[src/rtl/ext_seq_ctrl.sv]
// ext_seq_ctrl: multi-cycle sequencer for the shared 16-to-32 immediate
// extender. It accepts one instruction, decodes the opcode into an EOp,
// drives the extender, captures the extended value and the beq branch target,
// and then presents the result on an output valid/ready handshake.
module ext_seq_ctrl #(
  parameter int COUNT_W = 16
) (
  input  logic               clk,
  input  logic               reset,
  input  logic               in_valid,
  output logic               in_ready,
  input  logic [31:0]        in_instr,
  input  logic [31:0]        in_pc,
  output logic [15:0]        ext_imm,
  output logic [1:0]         ext_eop,
  input  logic [31:0]        ext_result,
  output logic               out_valid,
  input  logic               out_ready,
  output logic [31:0]        out_value,
  output logic [1:0]         out_eop,
  output logic [31:0]        out_target,
  output logic               out_illegal,
  output logic [COUNT_W-1:0] count
);

  localparam logic [1:0] S_IDLE   = 2'd0;
  localparam logic [1:0] S_DECODE = 2'd1;
  localparam logic [1:0] S_EXT    = 2'd2;
  localparam logic [1:0] S_DONE   = 2'd3;

  localparam logic [5:0] OP_ADDIU = 6'b001001;
  localparam logic [5:0] OP_LW    = 6'b100011;
  localparam logic [5:0] OP_SW    = 6'b101011;
  localparam logic [5:0] OP_ORI   = 6'b001101;
  localparam logic [5:0] OP_LUI   = 6'b001111;
  localparam logic [5:0] OP_BEQ   = 6'b000100;

  localparam logic [1:0] EOP_SIGN = 2'b00;
  localparam logic [1:0] EOP_ZERO = 2'b01;
  localparam logic [1:0] EOP_HIGH = 2'b10;
  localparam logic [1:0] EOP_SSH2 = 2'b11;

  localparam logic [COUNT_W-1:0] COUNT_ONE = {{(COUNT_W-1){1'b0}}, 1'b1};

  logic [1:0]  state;
  logic [5:0]  op_q;
  logic [15:0] imm_q;
  logic [31:0] pc_q;
  logic        illegal_q;
  logic        beq_q;

  logic [1:0]  dec_eop;
  logic        dec_illegal;
  logic        dec_beq;

  // The rs/rt fields play no part in immediate extension.
  logic        unused_instr_bits;
  assign unused_instr_bits = ^in_instr[25:16];

  // Handshake flags follow directly from the current state.
  assign in_ready  = (state == S_IDLE);
  assign out_valid = (state == S_DONE);

  // Opcode decode into extender operation; unknown opcodes flag illegal.
  always_comb begin
    dec_eop     = EOP_SIGN;
    dec_illegal = 1'b0;
    dec_beq     = 1'b0;
    case (op_q)
      OP_ADDIU, OP_LW, OP_SW: dec_eop = EOP_SIGN;
      OP_ORI:                 dec_eop = EOP_ZERO;
      OP_LUI:                 dec_eop = EOP_HIGH;
      OP_BEQ: begin
        dec_eop = EOP_SSH2;
        dec_beq = 1'b1;
      end
      default: begin
        dec_eop     = EOP_SIGN;
        dec_illegal = 1'b1;
      end
    endcase
  end

  // Sequencer: accept, decode, extend/capture, then hold until consumed.
  always_ff @(posedge clk) begin
    if (reset) begin
      state       <= S_IDLE;
      op_q        <= '0;
      imm_q       <= '0;
      pc_q        <= '0;
      illegal_q   <= 1'b0;
      beq_q       <= 1'b0;
      ext_imm     <= '0;
      ext_eop     <= EOP_SIGN;
      out_value   <= '0;
      out_eop     <= EOP_SIGN;
      out_target  <= '0;
      out_illegal <= 1'b0;
      count       <= '0;
    end else begin
      case (state)
        S_IDLE: begin
          if (in_valid) begin
            op_q  <= in_instr[31:26];
            imm_q <= in_instr[15:0];
            pc_q  <= in_pc;
            state <= S_DECODE;
          end
        end
        S_DECODE: begin
          ext_imm   <= imm_q;
          ext_eop   <= dec_eop;
          illegal_q <= dec_illegal;
          beq_q     <= dec_beq;
          state     <= S_EXT;
        end
        S_EXT: begin
          out_value   <= ext_result;
          out_eop     <= ext_eop;
          out_illegal <= illegal_q;
          out_target  <= beq_q ? (pc_q + 32'd4 + ext_result) : '0;
          state       <= S_DONE;
        end
        S_DONE: begin
          if (out_ready) begin
            count <= count + COUNT_ONE;
            state <= S_IDLE;
          end
        end
        default: state <= S_IDLE;
      endcase
    end
  end

endmodule
[config.mk]
export PLATFORM = sky130hd
export DESIGN_NAME = ext_seq_ctrl
export DESIGN_NICKNAME = d
export VERILOG_FILES = /design/src/rtl/ext_seq_ctrl.sv
export SDC_FILE = /design/constraint.sdc
export NUM_CORES = 1
export LEC_CHECK = 0
export ABC_AREA = 1
export CORE_MARGIN = 10
export CORE_UTILIZATION = 45
export CTS_BUF_LIST = sky130_fd_sc_hd__clkbuf_16
export DETAILED_ROUTE_END_ITERATION = 8
export MAX_ROUTING_LAYER = met4
export PLACE_DENSITY_LB_ADDON = 0.12
export SLEW_MARGIN = 20
export SYNTH_ARGS = -nofsm -noshare
export SYNTH_HDL_FRONTEND = slang
export SYNTH_SLANG_ARGS = --single-unit
[constraint.sdc]
create_clock -name clk -period 2.59 [get_ports clk]
set_input_delay 0.518 -clock clk [delete_from_list [all_inputs] [get_ports clk]]
set_output_delay 0.518 -clock clk [all_outputs]
set_load 0.1 [all_outputs]
# [Word-level counts from Yosys, hierarchy flattened]
# Cells that the tools add are included.
[op_classes] eq_ne=11 n_mul=0 order_cmp=0 bitwise=0 addsub=3 shift=0 div_mod_pow=0 n_mux=7 n_reduce_logical=5
[op_table] operator="adder 32 x 3 -> 32 bit (second input constant)" count=1
[op_table] operator="adder 32 bit" count=1
[op_table] operator="2-to-1 mux 32 bit" count=1
[op_table] operator="== test 6 x 4 -> 1 bit (second input constant)" count=3
[op_table] operator="adder 16 x 1 -> 16 bit (second input constant)" count=1
[op_table] operator="== test 6 bit (second input constant)" count=2
[op_table] operator="case mux 2 bit (4 select lines)" count=1
[op_table] operator="== test 6 x 3 -> 1 bit (second input constant)" count=1
[op_table] operator="case mux 2 bit (3 select lines)" count=1
[op_table] operator="AND reduction 2 bit" count=3
[op_table] operator="OR reduction 6 bit" count=1
[op_table] operator="== test 2 bit (second input constant)" count=2
[op_table] operator="2-to-1 mux 2 bit" count=2
[op_table] operator="== test 2 x 1 -> 1 bit (second input constant)" count=1
[op_table] operator="logical NOT 2 bit" count=1
[op_table] operator="2-to-1 mux 1 bit" count=2
[op_table] operator="inequality test 2 x 1 -> 1 bit (second input constant)" count=1
[op_table] operator="inequality test 2 bit (second input constant)" count=1
[word_totals] memories=0 latchBits=0 input_bits=100 rom_bits=0 output_inout_bits=103 ff_bits=159 ram_bits=0

# [Longest topological paths before layout]
[depth] ltp_word=3 mapped_depth=15 ltp_nobuf=15

# [Least setup slack after synthesis]
# OpenSTA, ideal clock, no wires.
[synth_timing] kind="register -> register" start="register state[0]" end="register count[12]" setup_slack_ps=119 required_ps=2459 path_buffers=0 t_arrival_ps=2340 setup_ps=131 synth_period_minus_slack_ps=2471 path_stages_with_launch=9 path_cell_list="dfxtp_1 ha_1 nand2_2 nor2_4 and3_1 nand2_1 nor2_4 nand4_1 nor3b_2"
[synth_via] elab_chain_cells=2
[synth_rtl] element="start: declaration" line="45" rtl="logic [1:0] state;"
[synth_rtl] element="start signal: assignment" line="87" rtl="state <= S_IDLE;"
[synth_rtl] element="start signal: assignment" line="107" rtl="state <= S_DECODE;"
[synth_rtl] element="start signal: assignment" line="115" rtl="state <= S_EXT;"
[synth_rtl] element="== test 2 bit"
[synth_rtl] element="via out_valid" line="17" rtl="output logic out_valid,"
[synth_rtl] element="AND reduction 2 bit (no line)"
[synth_rtl] element="end signal: assignment" line="126" rtl="count <= count + COUNT_ONE;"
[synth_rtl] element="end: declaration" line="23" rtl="output logic [COUNT_W-1:0] count"
# The timed path passes the listed nets, and every way through them passes these cells.
# A chain may end at the register's enable or synchronous reset.

# [Worst setup path in the final report]
[layout_timing] start="input ext_result[1]" end="register out_target[29]"
[layout_via] elab_chain_cells=2
[layout_rtl] element="start: declaration" line="16" rtl="input logic [31:0] ext_result,"
[layout_rtl] element="adder 32 bit" line="121" rtl="out_target <= beq_q ? (pc_q + 32'd4 + ext_result) : '0;"
[layout_rtl] element="2-to-1 mux 32 bit" line="121"
[layout_rtl] element="end signal: assignment" line="121"
[layout_rtl] element="end: declaration" line="21" rtl="output logic [31:0] out_target,"
# No other way between the ends.

==> run summary <==
Outcome - finished, final reports clean
Fin util - 62.4%
Ports placed on the boundary - 203
Fillcell total - 1,719
Instance count after placement with tap cells included - 1,671
Post-synthesis sequential element count - 159
Total vias in the final route - 8,321
Switching power total - 6.62 mW
Maximum number of pins on one net before global-route repair - 114
Per-cell via count in the routed design - 4.88
Leading cell types by count after synthesis - nand2_1 (258), nor2_1 (246), dfxtp_1 (159)
Compound-Gate Fraction of Synth Area - 13.7%
Depth of the worst register-to-register path - 12
Vias in the first global route - 7,934
Period Utilization, post-route - 93.2%
TritonCTS clock tree - built
Share of flip-flops with an asynchronous set or reset after synthesis - 0%
Final setup viols - 0
Number of buffers inserted during clock tree synthesis - 17
Placer Congestion - 0.912
Minimum clock period - 2410 ps
Fraction of the mapped netlist area in simple logic gates - 29.6%
HPWL Detailed - 19.6 mm
GRT Resource Usage Total - 21.6%
Per-instance average area after synthesis - 6.80 um2
Arrival time reported for the critical path endpoint - 2790 ps
Die outline height - 156 um
Clock tree root buffer cell - clkbuf_16
Maximum fanout along the worst path - 4
Worst Setup End Kind - register
Share of the yosys chip area belonging to registers - 38.3%
Post-synthesis net count - 1,390
CTS H-tree depth - 4
Std cell rows - 49
Count of yosys warnings during synthesis - 0
Post-synthesis share of cell area spent on xor and xnor gates - 0.421%
Delay-heaviest family, CP - adder cells
Drt wl/cell - 15.2 um
ANT nets after route - 0
Remaining max-slew budget at the tightest pin - 64.1%
Pwr dens - 1140 nW/um2
Main combinational cell family by area after synthesis - simple AND/OR/NAND/NOR gates
Number of antenna violations at the first check in global routing - 1
Initial Util - 46.0%
Most common cell in the netlist - nand2_1
Proportion of layout cells with a drive suffix above 1 - 16.1%
Global route overflow - 0
Number of input and output port buffers inserted - 192
FF+latch area - 3180 um2
Final hold violation count - 0
Number of iterations in the first detailed-routing pass - 5
Mux contribution to synthesized area - 0%
Slew Limit Fails - 0
Number of hold buffers added after cts - 0
Pint - 6.28 mW
Number of DRC markers after the initial detailed-route iteration - 436
Unrepaired setup endpoints after global routing - no
Least-Margin Pin Slew - 539 ps
Leading register cell type out of synthesis - dfxtp_1
Layout-stage area growth over the synthesis result - 35.6%
IR drop worst, VDD - 1320 uV
Unique cell type count in the Yosys netlist - 39
Clock sink total - 159
Worst hold slack - 412 ps
Fraction of power consumed by sequential logic - 26.1%
CP Buf/Inv Count - 1
Final Routed Wirelength - 26.0 mm
Total Die Area - 24,300 um2
Min setup slack post-route - 176 ps
Top area cells in the synthesized netlist - dfxtp_1 (38%), nand2_1 (12%), nor2_1 (11%), ha_1 (9.9%), o21ai_0 (7.6%)
Worst path required time - 2960 ps
Critical Path Start Type - input pin
Delay of the slowest cell on the worst path - 440 ps
Worst Setup Slack post-DPL - -343 ps
Die span in x - 156 um
Relative contribution of combinational cells to total power - 53.9%
Cell type with the highest occurrence count on the critical path - nand3_1
Hold crit path type - in -> reg
Static leakage power - 5.56 nW
Class of the most critical setup path - in -> reg
Combined area of the multi-input logic cells - 4490 um2
Syn Inst Count - 1,223
Switching power as a share of total power - 51.3%
Post-synth top area share - 38.3%
Total DRC errors in the routed layout - 0
Max cap viols - 0
CTS clk-pin slew, worst paths - 70 ps
Total standard cell area after synthesis - 8320 um2
Non-filler instance count after layout - 1,704
Final Skew - 11.9 ps
Critical-path cell list - clkdlybuf4s50_1 > ha_1 > ha_1 > fa_2 > nand3_1 > nand3_1 > nand3_1 > nand3_1 > nand2_1 > nand2_1 > nand2_1 > nand3_1 > a21oi_1
Post-Synth Adder-Cell Area - 10.2%
Number of synthesized flops with an enable pin - 0
Clock latency on the worst-skew pair - 440 ps
Most area-hungry cell type in the Yosys netlist - dfxtp_1
Floorplan Core Area - 18,100 um2
Cell count of the worst hold path - 4
Number of buffers on the longest clock path - 2
Number of cells on the critical path - 13
Critical-path cell with the highest stage delay - clkdlybuf4s50_1
First-pass GRT wire length - 41.3 mm
Nets - 1,628
Clock share of power - 20.1%
Top achievable clock speed - 0.414 GHz
cell type report:
cell class	instances	area share, %
Sequential cell	159	28.2
Clock inverter	15	1.71
Inverter	128	4.26
Timing Repair Buffer	264	19.7
Tap cell	229	2.54
Clock buffer	17	3.77
Antenna cell	1	0.0222
Multi-Input combinational cell	891	39.8
sequential cells by signal, summed over array words and instances (netlist names):
| register | flops |
|---|---|
| illegal_q | 1 |
| out_target | 32 |
| out_illegal | 1 |
| out_value | 32 |
| imm_q | 16 |
| op_q | 6 |
| out_eop | 2 |
| ext_imm | 16 |
| state | 2 |
| ext_eop | 2 |
| count | 16 |
| beq_q | 1 |
| pc_q | 32 |
layout by cell type (no fill, tap or decap), drive strengths merged, types with 3 or more instances in the layout:
cell type      Yosys  routed
clkdlybuf4s50      0      88
buf               12     176
ha                66      66
nor3              13      13
nand4              9       9
nor2             252     252
o21ai            127     127
xor2               3       3
nor3b              4       4
a21oi             82      82
nand3             52      52
clkbuf            33      17
inv              126     132
clkinv             2      10
dfxtp            159     159
nand2            261     261
a21o               4       4
nand3b             3       3
layer usage:
metal | vias to the layer above | wire length, um | GRT usage, %
met2 | 219 | 11600 | 33.0
met5 | - | 0 | -
met4 | 0 | 336 | 5.22
li1 | 4400 | - | -
met1 | 3682 | 12100 | 27.5
met3 | 20 | 1930 | 6.37
cell families after synthesis:
family,count (synthesis)
buffers and inverters,173
AO/OA/AOI/OAI,221
flip-flops,159
adder cells (fa/ha/maj),67
XOR/XNOR,4
AND/OR/NAND/NOR,599
power by group through the flow:
stage	Clock, mW	Combinational [mW]	Sequential (mW)
6_report	2.59	6.95	3.36
5_1_grt	2.74	7.53	3.44
4_1_cts	2.64	6.96	3.36
3_5_place_dp	0	6.93	3.41
3_3_place_gp	0	6.89	3.39
2_1_floorplan	0	2.55	5.74
worst paths after layout:
kind                               startpoint              to  slack [ps]
worst max-delay path            ext_result[1]  out_target[29]         180
worst min-delay path                    reset   out_value[16]         410
worst max register to register        pc_q[1]  out_target[29]         420
worst min register to register  out_target[9]   out_target[9]         460
worst register-to-register path, cell delays in order, from the launching register on:
cell and delay (ps):
dfxtp_1 320, ha_1 280, ha_1 230, fa_2 380
nand3_1 90, nand3_1 110, nand3_1 100, nand3_1 150
nand2_1 150, nand2_1 60, nand2_1 60, nand3_1 60
a21oi_1 120
metrics by stage:
| step | instance area, um2 | TNS (ps) | total power [mW] |
|---|---|---|---|
| CTS | 11300 | 0 | 13.0 |
| global route | 11300 | 0 | 13.7 |
| global placement | 10700 | -5460 | 10.3 |
| finish | 11300 | 0 | 12.9 |
| detailed placement | 10700 | -5790 | 10.3 |
| floorplan | 8320 | 0 | 8.29 |
repair_timing:
item / 4_1_cts / 5_1_grt
endpoints found under the setup margin: 0 / 7
resized for setup: 0 / 4
setup buffers: 0 / 0
No activity file was read; power rests on OpenSTA's default activity.
